==> src/rtl/mem_access_pkg.sv <==
// Shared definitions for the memory access unit and its controller: access
// op encodings, FSM states and small decode helpers.
package mem_access_pkg;

    typedef enum logic [2:0] {
        OP_LW  = 3'd0,
        OP_LH  = 3'd1,
        OP_LHU = 3'd2,
        OP_LB  = 3'd3,
        OP_LBU = 3'd4,
        OP_SW  = 3'd5,
        OP_SH  = 3'd6,
        OP_SB  = 3'd7
    } op_t;

    typedef enum logic [1:0] {
        IDLE = 2'd0,
        REQ  = 2'd1,
        DONE = 2'd2
    } state_t;

    function automatic logic is_store(input op_t op);
        return (op == OP_SW) || (op == OP_SH) || (op == OP_SB);
    endfunction

    // Every 3-bit code is assigned today; the default arm keeps the decode
    // safe if the op field is ever widened.
    function automatic logic is_known(input op_t op);
        logic known;
        case (op)
            OP_LW, OP_LH, OP_LHU, OP_LB, OP_LBU, OP_SW, OP_SH, OP_SB: known = 1'b1;
            default: known = 1'b0;
        endcase
        return known;
    endfunction

    function automatic logic is_word(input op_t op);
        return (op == OP_LW) || (op == OP_SW);
    endfunction

    function automatic logic is_half(input op_t op);
        return (op == OP_LH) || (op == OP_LHU) || (op == OP_SH);
    endfunction

    // True when the low address bits do not match the natural alignment of the access size.
    function automatic logic is_misaligned(input op_t op, input logic [1:0] lo);
        logic mis;
        mis = 1'b0;
        if (is_word(op))      mis = (lo != 2'b00);
        else if (is_half(op)) mis = lo[0];
        return mis;
    endfunction

    // Clears the low address bits that a word or half access must not use.
    function automatic logic [1:0] align_low(input op_t op, input logic [1:0] lo);
        logic [1:0] res;
        res = lo;
        if (is_word(op))      res = 2'b00;
        else if (is_half(op)) res = {lo[1], 1'b0};
        return res;
    endfunction

endpackage

==> src/rtl/mem_access_unit_if.sv <==
// Word-wide data memory bus with a req/ack handshake. The access unit is the
// master; the memory (or its model) is the slave.
interface mem_access_unit_if #(
    parameter int ADDR_W = 32,
    parameter int DATA_W = 32
);
    logic              mem_req;
    logic              mem_we;
    logic [3:0]        mem_be;
    logic [ADDR_W-1:0] mem_addr;
    logic [DATA_W-1:0] mem_wdata;
    logic              mem_ack;
    logic [DATA_W-1:0] mem_rdata;

    modport master (
        output mem_req, mem_we, mem_be, mem_addr, mem_wdata,
        input  mem_ack, mem_rdata
    );

    modport slave (
        input  mem_req, mem_we, mem_be, mem_addr, mem_wdata,
        output mem_ack, mem_rdata
    );
endinterface

==> src/rtl/mem_access_unit_store_lane_pack.sv <==
// Store lane packer: turns a store op, the low address bits and the 32-bit
// register value into byte enables and lane-replicated write data.
// Loads read the whole word, so they get all enables and no data.
module store_lane_pack
    import mem_access_pkg::*;
(
    input  op_t         op,
    input  logic [1:0]  addr_lo,
    input  logic [31:0] wdata,
    output logic [3:0]  be,
    output logic [31:0] data
);

    // Replicate the source lane across the word and enable only the addressed bytes.
    always_comb begin
        be   = 4'b1111;
        data = '0;
        case (op)
            OP_SW: data = wdata;
            OP_SH: begin
                data = {2{wdata[15:0]}};
                be   = addr_lo[1] ? 4'b1100 : 4'b0011;
            end
            OP_SB: begin
                data = {4{wdata[7:0]}};
                be   = 4'b0001 << addr_lo;
            end
            default: ;
        endcase
    end

endmodule

==> src/rtl/mem_access_unit.sv <==
// Sequential load/store bridge between the MEM stage and a word-wide data
// memory. One access at a time: IDLE -> REQ -> DONE -> IDLE, with busy
// stalling the pipeline. Define MISALIGN_TRAP_EN to trap misaligned
// word/half accesses instead of silently aligning them.
module mem_access_unit
    import mem_access_pkg::*;
#(
    parameter int ADDR_W = 32,
    parameter int DATA_W = 32
) (
    input  logic              clk,
    input  logic              reset,
    input  logic              op_valid,
    output logic              op_ready,
    input  op_t               op,
    input  logic [ADDR_W-1:0] addr,
    input  logic [DATA_W-1:0] wdata,
    output logic [DATA_W-1:0] rdata_out,
    output logic              done,
    output logic              busy,
    mem_access_unit_if.master mem,
    output logic              exc_adel,
    output logic              exc_ades
);

    state_t            state_q, state_d;
    op_t               op_q, op_d;
    logic [ADDR_W-1:0] addr_q, addr_d;
    logic [DATA_W-1:0] wdata_q, wdata_d;
    logic [DATA_W-1:0] rdata_q, rdata_d;
    logic              misalign;
    logic [1:0]        accept_lo;
    logic [31:0]       load_ext;
    logic [3:0]        pack_be;
    logic [31:0]       pack_data;

`ifdef MISALIGN_TRAP_EN
    logic trap_q, trap_d;

    assign misalign  = is_misaligned(op, addr[1:0]);
    assign accept_lo = addr[1:0];

    // Remember whether the accepted access trapped so the exception pulses with done.
    always_comb begin
        trap_d = trap_q;
        if (state_q == IDLE && op_valid) trap_d = misalign;
    end

    // Trap flag register.
    always_ff @(posedge clk) begin
        if (!reset) trap_q <= 1'b0;
        else        trap_q <= trap_d;
    end

    assign exc_adel = (state_q == DONE) && trap_q && !is_store(op_q);
    assign exc_ades = (state_q == DONE) && trap_q &&  is_store(op_q);
`else
    assign misalign  = 1'b0;
    assign accept_lo = align_low(op, addr[1:0]);
    assign exc_adel  = 1'b0;
    assign exc_ades  = 1'b0;
`endif

    store_lane_pack u_pack (
        .op      (op_q),
        .addr_lo (addr_q[1:0]),
        .wdata   (wdata_q),
        .be      (pack_be),
        .data    (pack_data)
    );

    // Pick the addressed byte or half out of the returned word and extend it.
    always_comb begin
        logic [15:0] half_sel;
        logic [7:0]  byte_sel;
        half_sel = addr_q[1] ? mem.mem_rdata[31:16] : mem.mem_rdata[15:0];
        case (addr_q[1:0])
            2'd0:    byte_sel = mem.mem_rdata[7:0];
            2'd1:    byte_sel = mem.mem_rdata[15:8];
            2'd2:    byte_sel = mem.mem_rdata[23:16];
            default: byte_sel = mem.mem_rdata[31:24];
        endcase
        case (op_q)
            OP_LH:   load_ext = {{16{half_sel[15]}}, half_sel};
            OP_LHU:  load_ext = {16'h0000, half_sel};
            OP_LB:   load_ext = {{24{byte_sel[7]}}, byte_sel};
            OP_LBU:  load_ext = {24'h000000, byte_sel};
            default: load_ext = mem.mem_rdata;
        endcase
    end

    // State and access registers; reset abandons any access in flight.
    always_ff @(posedge clk) begin
        if (!reset) begin
            state_q <= IDLE;
            op_q    <= OP_LW;
            addr_q  <= '0;
            wdata_q <= '0;
            rdata_q <= '0;
        end else begin
            state_q <= state_d;
            op_q    <= op_d;
            addr_q  <= addr_d;
            wdata_q <= wdata_d;
            rdata_q <= rdata_d;
        end
    end

    // Next state: accept in IDLE, wait for ack in REQ, single-cycle DONE.
    // Trapped and unknown ops skip the memory and finish with a zero load result.
    always_comb begin
        state_d = state_q;
        op_d    = op_q;
        addr_d  = addr_q;
        wdata_d = wdata_q;
        rdata_d = rdata_q;
        case (state_q)
            IDLE: begin
                if (op_valid) begin
                    op_d    = op;
                    addr_d  = {addr[ADDR_W-1:2], accept_lo};
                    wdata_d = wdata;
                    if (!is_known(op) || misalign) begin
                        state_d = DONE;
                        if (!is_store(op)) rdata_d = '0;
                    end else begin
                        state_d = REQ;
                    end
                end
            end
            REQ: begin
                if (mem.mem_ack) begin
                    state_d = DONE;
                    if (!is_store(op_q)) rdata_d = load_ext;
                end
            end
            DONE:    state_d = IDLE;
            default: state_d = IDLE;
        endcase
    end

    // Outputs decoded from the state; bus fields are driven only while requesting.
    always_comb begin
        op_ready      = (state_q == IDLE);
        busy          = (state_q != IDLE);
        done          = (state_q == DONE);
        mem.mem_req   = (state_q == REQ);
        mem.mem_we    = 1'b0;
        mem.mem_be    = 4'b0000;
        mem.mem_addr  = '0;
        mem.mem_wdata = '0;
        if (state_q == REQ) begin
            mem.mem_we    = is_store(op_q);
            mem.mem_be    = pack_be;
            mem.mem_addr  = {addr_q[ADDR_W-1:2], 2'b00};
            mem.mem_wdata = pack_data;
        end
    end

    assign rdata_out = rdata_q;

endmodule

==> src/flat_wrapper.sv <==
// flat-port wrapper written by rule: the top's interface ports become plain ports
module mem_access_unit_flat import mem_access_pkg::*;
#(
    parameter int ADDR_W = 32,
    parameter int DATA_W = 32
)
  (clk, reset, op_valid, op_ready, op, addr, wdata, rdata_out, done, busy, exc_adel, exc_ades, mem_mem_req, mem_mem_we, mem_mem_be, mem_mem_addr, mem_mem_wdata, mem_mem_ack, mem_mem_rdata);
  mem_access_unit_if #(.ADDR_W(ADDR_W), .DATA_W(DATA_W)) mem_i ();
  input  logic clk;
  input  logic reset;
  input  logic op_valid;
  output logic op_ready;
  input  op_t op;
  input  logic [ADDR_W-1:0] addr;
  input  logic [DATA_W-1:0] wdata;
  output logic [DATA_W-1:0] rdata_out;
  output logic done;
  output logic busy;
  output logic exc_adel;
  output logic exc_ades;
  output wire logic [$bits(mem_i.mem_req)-1:0] mem_mem_req;
  output wire logic [$bits(mem_i.mem_we)-1:0] mem_mem_we;
  output wire logic [$bits(mem_i.mem_be)-1:0] mem_mem_be;
  output wire logic [$bits(mem_i.mem_addr)-1:0] mem_mem_addr;
  output wire logic [$bits(mem_i.mem_wdata)-1:0] mem_mem_wdata;
  input wire logic [$bits(mem_i.mem_ack)-1:0] mem_mem_ack;
  input wire logic [$bits(mem_i.mem_rdata)-1:0] mem_mem_rdata;
  assign mem_mem_req = mem_i.mem_req;
  assign mem_mem_we = mem_i.mem_we;
  assign mem_mem_be = mem_i.mem_be;
  assign mem_mem_addr = mem_i.mem_addr;
  assign mem_mem_wdata = mem_i.mem_wdata;
  assign mem_i.mem_ack = mem_mem_ack;
  assign mem_i.mem_rdata = mem_mem_rdata;
  mem_access_unit #(.ADDR_W(ADDR_W), .DATA_W(DATA_W)) u_core (.clk(clk), .reset(reset), .op_valid(op_valid), .op_ready(op_ready), .op(op), .addr(addr), .wdata(wdata), .rdata_out(rdata_out), .done(done), .busy(busy), .mem(mem_i), .exc_adel(exc_adel), .exc_ades(exc_ades));
endmodule
==> config.mk <==
export PLATFORM = sky130hd
export DESIGN_NAME = mem_access_unit_flat
export DESIGN_NICKNAME = d
export VERILOG_FILES = /design/src/rtl/mem_access_pkg.sv /design/src/rtl/mem_access_unit_if.sv /design/src/rtl/mem_access_unit_store_lane_pack.sv /design/src/rtl/mem_access_unit.sv /design/src/flat_wrapper.sv
export SDC_FILE = /design/constraint.sdc
export NUM_CORES = 1
export LEC_CHECK = 0
export BUFFER_PORTS_ARGS = -buffer_cell sky130_fd_sc_hd__buf_2
export CORE_ASPECT_RATIO = 0.8
export CORE_MARGIN = 5
export CORE_UTILIZATION = 48
export CTS_CLUSTER_SIZE = 14
export DETAILED_ROUTE_END_ITERATION = 6
export PLACE_DENSITY = 0.8
export SYNTH_ARGS = -nofsm -noshare
export SYNTH_HDL_FRONTEND = slang
export SYNTH_SLANG_ARGS = --single-unit
==> constraint.sdc <==
create_clock -name clk -period 1.7 [get_ports clk]
set_input_delay 0.255 -clock clk [delete_from_list [all_inputs] [get_ports clk]]
set_output_delay 0.255 -clock clk [all_outputs]
set_load 0.03 [all_outputs]
==> flow_summary.json, run 1 <==
{
  "grt_pass1_wl_um": 27000,
  "powerDensity_nw_per_um2": 797,
  "top_layer": "met4",
  "outcome": "complete, but fails checks",
  "grt_pass1_vias": 5380,
  "antenna_found_initial": 0,
  "via_per_inst": 6.11,
  "synthCells": 627,
  "totalWireLength_um": 21400,
  "clkLatencyLatePin_ns": 0.35,
  "yosys.cell_types.count": 55,
  "drv_slew": 0,
  "crit_arrival_ns": 1.81,
  "clk_pin_slew_ns": 0.07,
  "start_util_pct": 49.0,
  "yosysWarningCount": 0,
  "place_area_um2": 6380,
  "wl_met2_um": 9690,
  "drc": 0,
  "r2r_start": "u_core.op_q[1]$_SDFFE_PN0P_",
  "design_area_um2": 7770,
  "max_freq_mhz": 485,
  "cp_max_fo": 9,
  "synth_edf_count": 0,
  "fin_crit_sh_pct": 121,
  "drv_cap": 0,
  "synth_top_area_cell": "dfxtp_1",
  "wl_met1_um": 7640,
  "rows": 33,
  "cp_slowest_cell": "dfxtp_4",
  "whs_ns": 0.136,
  "synth_area_um2": 5000,
  "layout-drive-gt1-share_pct": 49.1,
  "hpwlAfterDp_um": 12300,
  "crit_chain": "buf_12 > nor4_4 > o21bai_1 > a32o_2 > buf_6",
  "cp.depth": 5,
  "grt_max_degree": 69,
  "grtUsageTotal_pct": 27.1,
  "ys.flop_type": "dfxtp_1",
  "rsz0062_at_grt": "true",
  "die_h_um": 101,
  "p_leak_nw": 3.29,
  "place_ws_ns": -0.139,
  "period_minus_slack_ns": 2.06,
  "ir_worst_vdd_uv": 731,
  "synth_seq_cells": 101,
  "place.gp.congestion": 0.994,
  "clock_path_buffers": 2,
  "worst-setup-path-type": "reg -> out",
  "cp_num_buf_inv": 2,
  "hold_viol": 0,
  "htree_num_levels": 3,
  "crit_path_start": "u_core.op_q[1]$_SDFFE_PN0P_",
  "yosysSeqAreaShare_pct": 40.5,
  "dieArea_um2": 12600,
  "synth.area.top_cells": "dfxtp_1 40%, nand2_1 11%, a21oi_1 9.5%",
  "core-area_um2": 10200,
  "synth_area_per_cell_um2": 7.97,
  "cts_buffers": 9,
  "hold_depth": 3,
  "worstRegToRegCells": 7,
  "fin_nets": 960,
  "cp_data_required_time_ns": 1.44,
  "cts_tree": "yes",
  "power_w": 0.00619,
  "portBuffers": 205,
  "grt_remaining_overflow": 0,
  "setup_ws_ns": -0.362,
  "hold_path_class": "in -> reg",
  "skew_ns": 0.0117,
  "synth-async-reset-ratio_pct": 0,
  "drtPass1Iterations": 7,
  "tightest_slew_ns": 0.614,
  "cts.sinks": 101,
  "die_w_um": 124,
  "cp-start-kind": "flip-flop",
  "area_delta_synth_final_pct": 55.6,
  "finalSetupViolations": 95,
  "wl_met3_um": 2820,
  "crit_family": "compound AO/OA/AOI/OAI gates",
  "violations": "setup timing",
  "min-delay-start": "addr[25]",
  "antenna_left": 0,
  "yosysTopAreaCellShare_pct": 40.5,
  "relSlewSlack_pct": 58.9,
  "wire_per_inst_um": 21.4,
  "diodes": 0,
  "io_pins": 210,
  "num_vias": 6118,
  "drt_iter0_drc": 838,
  "slowest_delay_ns": 0.38,
  "root_buffer": "clkbuf_16",
  "crit_path_end_kind": "output port"
}
==> metal layers <==
layer  vias to the layer above  global-route usage (%)
met5                         -                       0
met4                         0                    11.1
met3                       151                    9.94
met2                       494                    43.9
met1                      2851                    32.6
li1                       2622                       -
==> synthesized netlist by cell type, drive strengths merged (6+ instances only) <==
cell and n:
nand2 144, dfxtp 101, a21oi 95, nor2 45, and2 35, buf 27, clkbuf 24, a22oi 19
o2bb2ai 16, mux2 15, o21ai 12, a22o 8, and3 8, nor2b 8, o22ai 8, inv 7
o221ai 7, mux2i 6
==> worst register-to-register path, cell delays in order, from the launching register on <==
cell and delay (ns):
dfxtp_4 0.38, o21a_1 0.25, buf_4 0.17, buf_6 0.13, nor2_4 0.14, buf_6 0.15
o311ai_4 0.10, a2111oi_2 0.38
==> where the power goes <==
| group | switching (W) | internal [W] | leakage, nW |
|---|---|---|---|
| Clock | 0.000992 | 0.00118 | 0.155 |
| Combinational | 0.000847 | 0.000545 | 2.31 |
| Sequential | 0.000129 | 0.00250 | 0.830 |
==> cells by family (layout without fill, tap and decap cells) <==
group / count (synthesis) / count (layout) / synth area share [%]
AND/OR/NAND/NOR: 260 / 261 / 23.9
AO/OA/AOI/OAI: 182 / 182 / 24.5
flip-flops: 101 / 101 / 40.5
buffers and inverters: 58 / 289 / 5.48
multiplexers: 22 / 22 / 5.11
XOR/XNOR: 3 / 3 / 0.526
other: 1 / 4 / 0.0751
==> cell type report <==
type | instances | area, um^2
clock buffers | 9 | 225
multi-input cells | 472 | 3270
well taps | 140 | 175
clock inverters | 7 | 88.8
repair buffers | 266 | 1940
inverters | 7 | 33.8
flip-flops and latches | 101 | 2040
fillers | 657 | 2430
==> registers in the layout, summed over array words and instances, names as in the netlist <==
| register | flops |
|---|---|
| u_core.addr_q | 32 |
| u_core.op_q | 3 |
| u_core.rdata_out | 32 |
| u_core.state_q | 2 |
| u_core.wdata_q | 32 |
==> timing repair <==
action / CTS / global route
setup endpoints to repair: 91 / 101
pin swaps: 11 / 37
resized for setup: 108 / 124
hold buffers: 0 / 0
gates cloned: 1 / 2
hold endpoints to repair: 0 / 0
setup buffers: 7 / 20
==> path summary, 6_finish.rpt <==
path                            slack (ns)                          endpoint
worst min register to register        0.45    u_core.addr_q[13]$_SDFFE_PN0P_
worst max-delay path                 -0.36                 mem_mem_wdata[15]
worst max register to register       -0.11  u_core.rdata_out[7]$_SDFFE_PN0P_
worst min-delay path                  0.14    u_core.addr_q[25]$_SDFFE_PN0P_
==> stage by stage <==
step	TNS, ns	util (%)	instances
after floorplan	0	-	630
after global placement	-0.0658	62.6	958
after detailed placement	-1.95	62.6	958
after CTS	-7.64	69.9	982
after global routing	-12.82	76.2	1002
final	-9.27	76.2	1002
==> placed cells by master, fill, tap and decap left out, drive strengths merged, types with 10 or more instances in the layout <==
master and instances:
a21oi 95, a22oi 19, and2 35, buf 233, clkbuf 42, dfxtp 101
inv 10, mux2 15, nand2 144, nor2 46, o21ai 12, o2bb2ai 16
Note: power is estimated with default switching activity, not from simulation.
==> run 2: changes to the inputs <==
- CORE_UTILIZATION: 48 -> 50
- CTS_BUF_LIST: not set -> sky130_fd_sc_hd__clkbuf_2 sky130_fd_sc_hd__clkbuf_4 sky130_fd_sc_hd__clkbuf_8
- PLACE_DENSITY: 0.8 -> 0.83
==> run 2 against run 1 <==
Compared with the run above:
- the flow still finishes with violations (setup timing)
- combinational power about the same
- global-route usage rose by 2.3 points
- core utilization increased by 4.8 points
- critical endpoint is now mem_mem_wdata[22]
- clock-buffer cell count is 1 higher
- design area is 0.97% higher
- total power fell by 8.0%
- critical path depth unchanged
- maximum frequency decreased by 3.5%
- non-clock buffer count increased by 2
- largest cell class unchanged
- sequential share of layout area fell by 0.27 points
==> flow_summary.json, run 2 (synthesis gave the netlist of run 1 again) <==
{
  "outcome": "complete, but fails checks",
  "violations": "setup timing",
  "cts_buffers": 9,
  "hold_depth": 3,
  "grt_max_degree": 69,
  "clkLatencyLatePin_ns": 0.38,
  "cp_num_buf_inv": 3,
  "totalWireLength_um": 19900,
  "drv_cap": 0,
  "r2r_start": "u_core.op_q[0]$_SDFFE_PN0P_",
  "cp.depth": 5,
  "rsz0062_at_grt": "true",
  "clock_path_buffers": 2,
  "layout_commonest_cell": "buf_2",
  "r2r_end": "u_core.rdata_out[20]$_SDFFE_PN0P_",
  "fin_nets": 962,
  "cpMostUsedCell": "buf_2",
  "setup_tns_ns": -13.52,
  "min-delay-start": "addr[27]",
  "clk_pin_slew_ns": 0.11,
  "crit_chain": "buf_12 > nor4_4 > buf_2 > a22o_2 > buf_2",
  "antenna_left": 0,
  "relSlewSlack_pct": 61.1,
  "ir_worst_vdd_uv": 573,
  "diodes": 0,
  "fin_crit_sh_pct": 126,
  "place_inst": 958,
  "drv_slew": 0,
  "period_minus_slack_ns": 2.14,
  "max_freq_mhz": 468,
  "cts_tree": "yes",
  "root_buffer": "clkbuf_8",
  "cp-start-kind": "flip-flop",
  "utilization_pct": 81.0,
  "drtPass1Iterations": 5,
  "portBuffers": 205,
  "cp_max_fo": 6,
  "rows": 32,
  "via_per_inst": 5.82,
  "place_ws_ns": -0.0972,
  "drc": 0,
  "antenna_found_initial": 1,
  "area_delta_synth_final_pct": 57.1,
  "p_leak_nw": 3.38,
  "worst-setup-path-type": "reg -> out",
  "drt_iter0_drc": 541,
  "cp_data_required_time_ns": 1.44,
  "hold_path_end": "u_core.addr_q[27]$_SDFFE_PN0P_",
  "cts.sinks": 101,
  "r2r_setup_slack_ns": -0.09,
  "cp_slowest_cell": "dfxtp_4",
  "wire_per_inst_um": 19.9,
  "grtUsageTotal_pct": 29.4,
  "grt_pass1_wl_um": 28900,
  "finalSetupViolations": 92,
  "final_cell_mix": "151 x buf_2, 136 x nand2_1, 94 x dfxtp_1",
  "die_w_um": 122,
  "instances_no_fill": 1000,
  "crit_arrival_ns": 1.88,
  "skew_ns": 0.0123,
  "crit_path_end_kind": "output port",
  "io_pins": 210,
  "tightest_slew_ns": 0.580,
  "worstRegToRegCells": 6,
  "core-area_um2": 9690,
  "layout-drive-gt1-share_pct": 52.3,
  "cts_hold_buf": 0,
  "start_util_pct": 51.6,
  "crit_path_start": "u_core.op_q[1]$_SDFFE_PN0P_",
  "htree_num_levels": 3,
  "die_h_um": 99.4,
  "grt_pass1_vias": 5801,
  "slowest_delay_ns": 0.39,
  "hold_viol": 0,
  "setup_ws_ns": -0.436,
  "hpwlAfterDp_um": 12300,
  "num_vias": 5818,
  "whs_ns": 0.0965,
  "grt_remaining_overflow": 0,
  "powerDensity_nw_per_um2": 726,
  "crit_family": "buffers and inverters",
  "hold_path_class": "in -> reg",
  "place.gp.congestion": 0.868,
  "dieArea_um2": 12100
}
-- run 2: cell types whose count changed in the layout (fill, tap and decap cells not counted), moves of 7 or more --
cell       before  now
and2_1         31    0
and2_4          2   34
buf_12          5   12
buf_2         139  151
buf_6          44   61
clkbuf_16      11    0
clkbuf_4       30    0
clkbuf_8        0   10
-- run 2: repair_timing --
action                                  4_1_cts  5_1_grt
buffers inserted                             14       12
cloned                                        5        0
endpoints found under the setup margin      100       99
pin swaps                                    39       37
resized for setup                           197       69
hold endpoints to repair                      0        0
-- run 2: worst max path at each step --
stage	to	slack, ns
floorplan	mem_mem_wdata[10]	0.01
global placement	u_core.rdata_out[6]$_SDFFE_PN0P_	0.005
detailed placement	u_core.rdata_out[3]$_SDFFE_PN0P_	-0.1
CTS	mem_mem_wdata[15]	-0.33
global route	mem_mem_wdata[22]	-0.49
finish	mem_mem_wdata[22]	-0.44
-- run 2: metrics by stage --
stage	instance area [um^2]	power [W]
5_1_grt	7850	0.00590
3_3_place_gp	6430	0.00373
2_1_floorplan	5150	0.00335
3_5_place_dp	6430	0.00377
6_report	7850	0.00570
4_1_cts	7540	0.00558
-- run 2: cell type report --
cell class | count | area (um^2)
clock buffers | 10 | 138
repair buffers | 268 | 2040
fillers | 597 | 1840
inverters | 7 | 31.3
clock inverters | 6 | 76.3
multi-input cells | 472 | 3360
well taps | 136 | 170
flip-flops and latches | 101 | 2040
-- run 2: worst reg2reg max path, cell delays in order (launching register included) --
cell	delay, ns
dfxtp_4	0.40
o21ai_2	0.26
buf_4	0.17
nand3_1	0.15
a311o_4	0.43
buf_12	0.15
o2bb2ai_1	0.16
-- run 2: routing by layer --
metal  track usage, %  vias to the layer above  routed length (um)
li1                 -                     2625                   -
met1             35.9                     2778                7300
met2             49.9                      355                9870
met3             8.64                       58                2210
met4             9.73                        2                 541
met5                0                        -                   7
-- run 2: power breakdown --
group          internal [W]  total, W  switching, W
Combinational      0.000589   0.00141      0.000823
Sequential          0.00250   0.00263      0.000129
Clock              0.000747   0.00165      0.000902
Total               0.00384   0.00570       0.00185
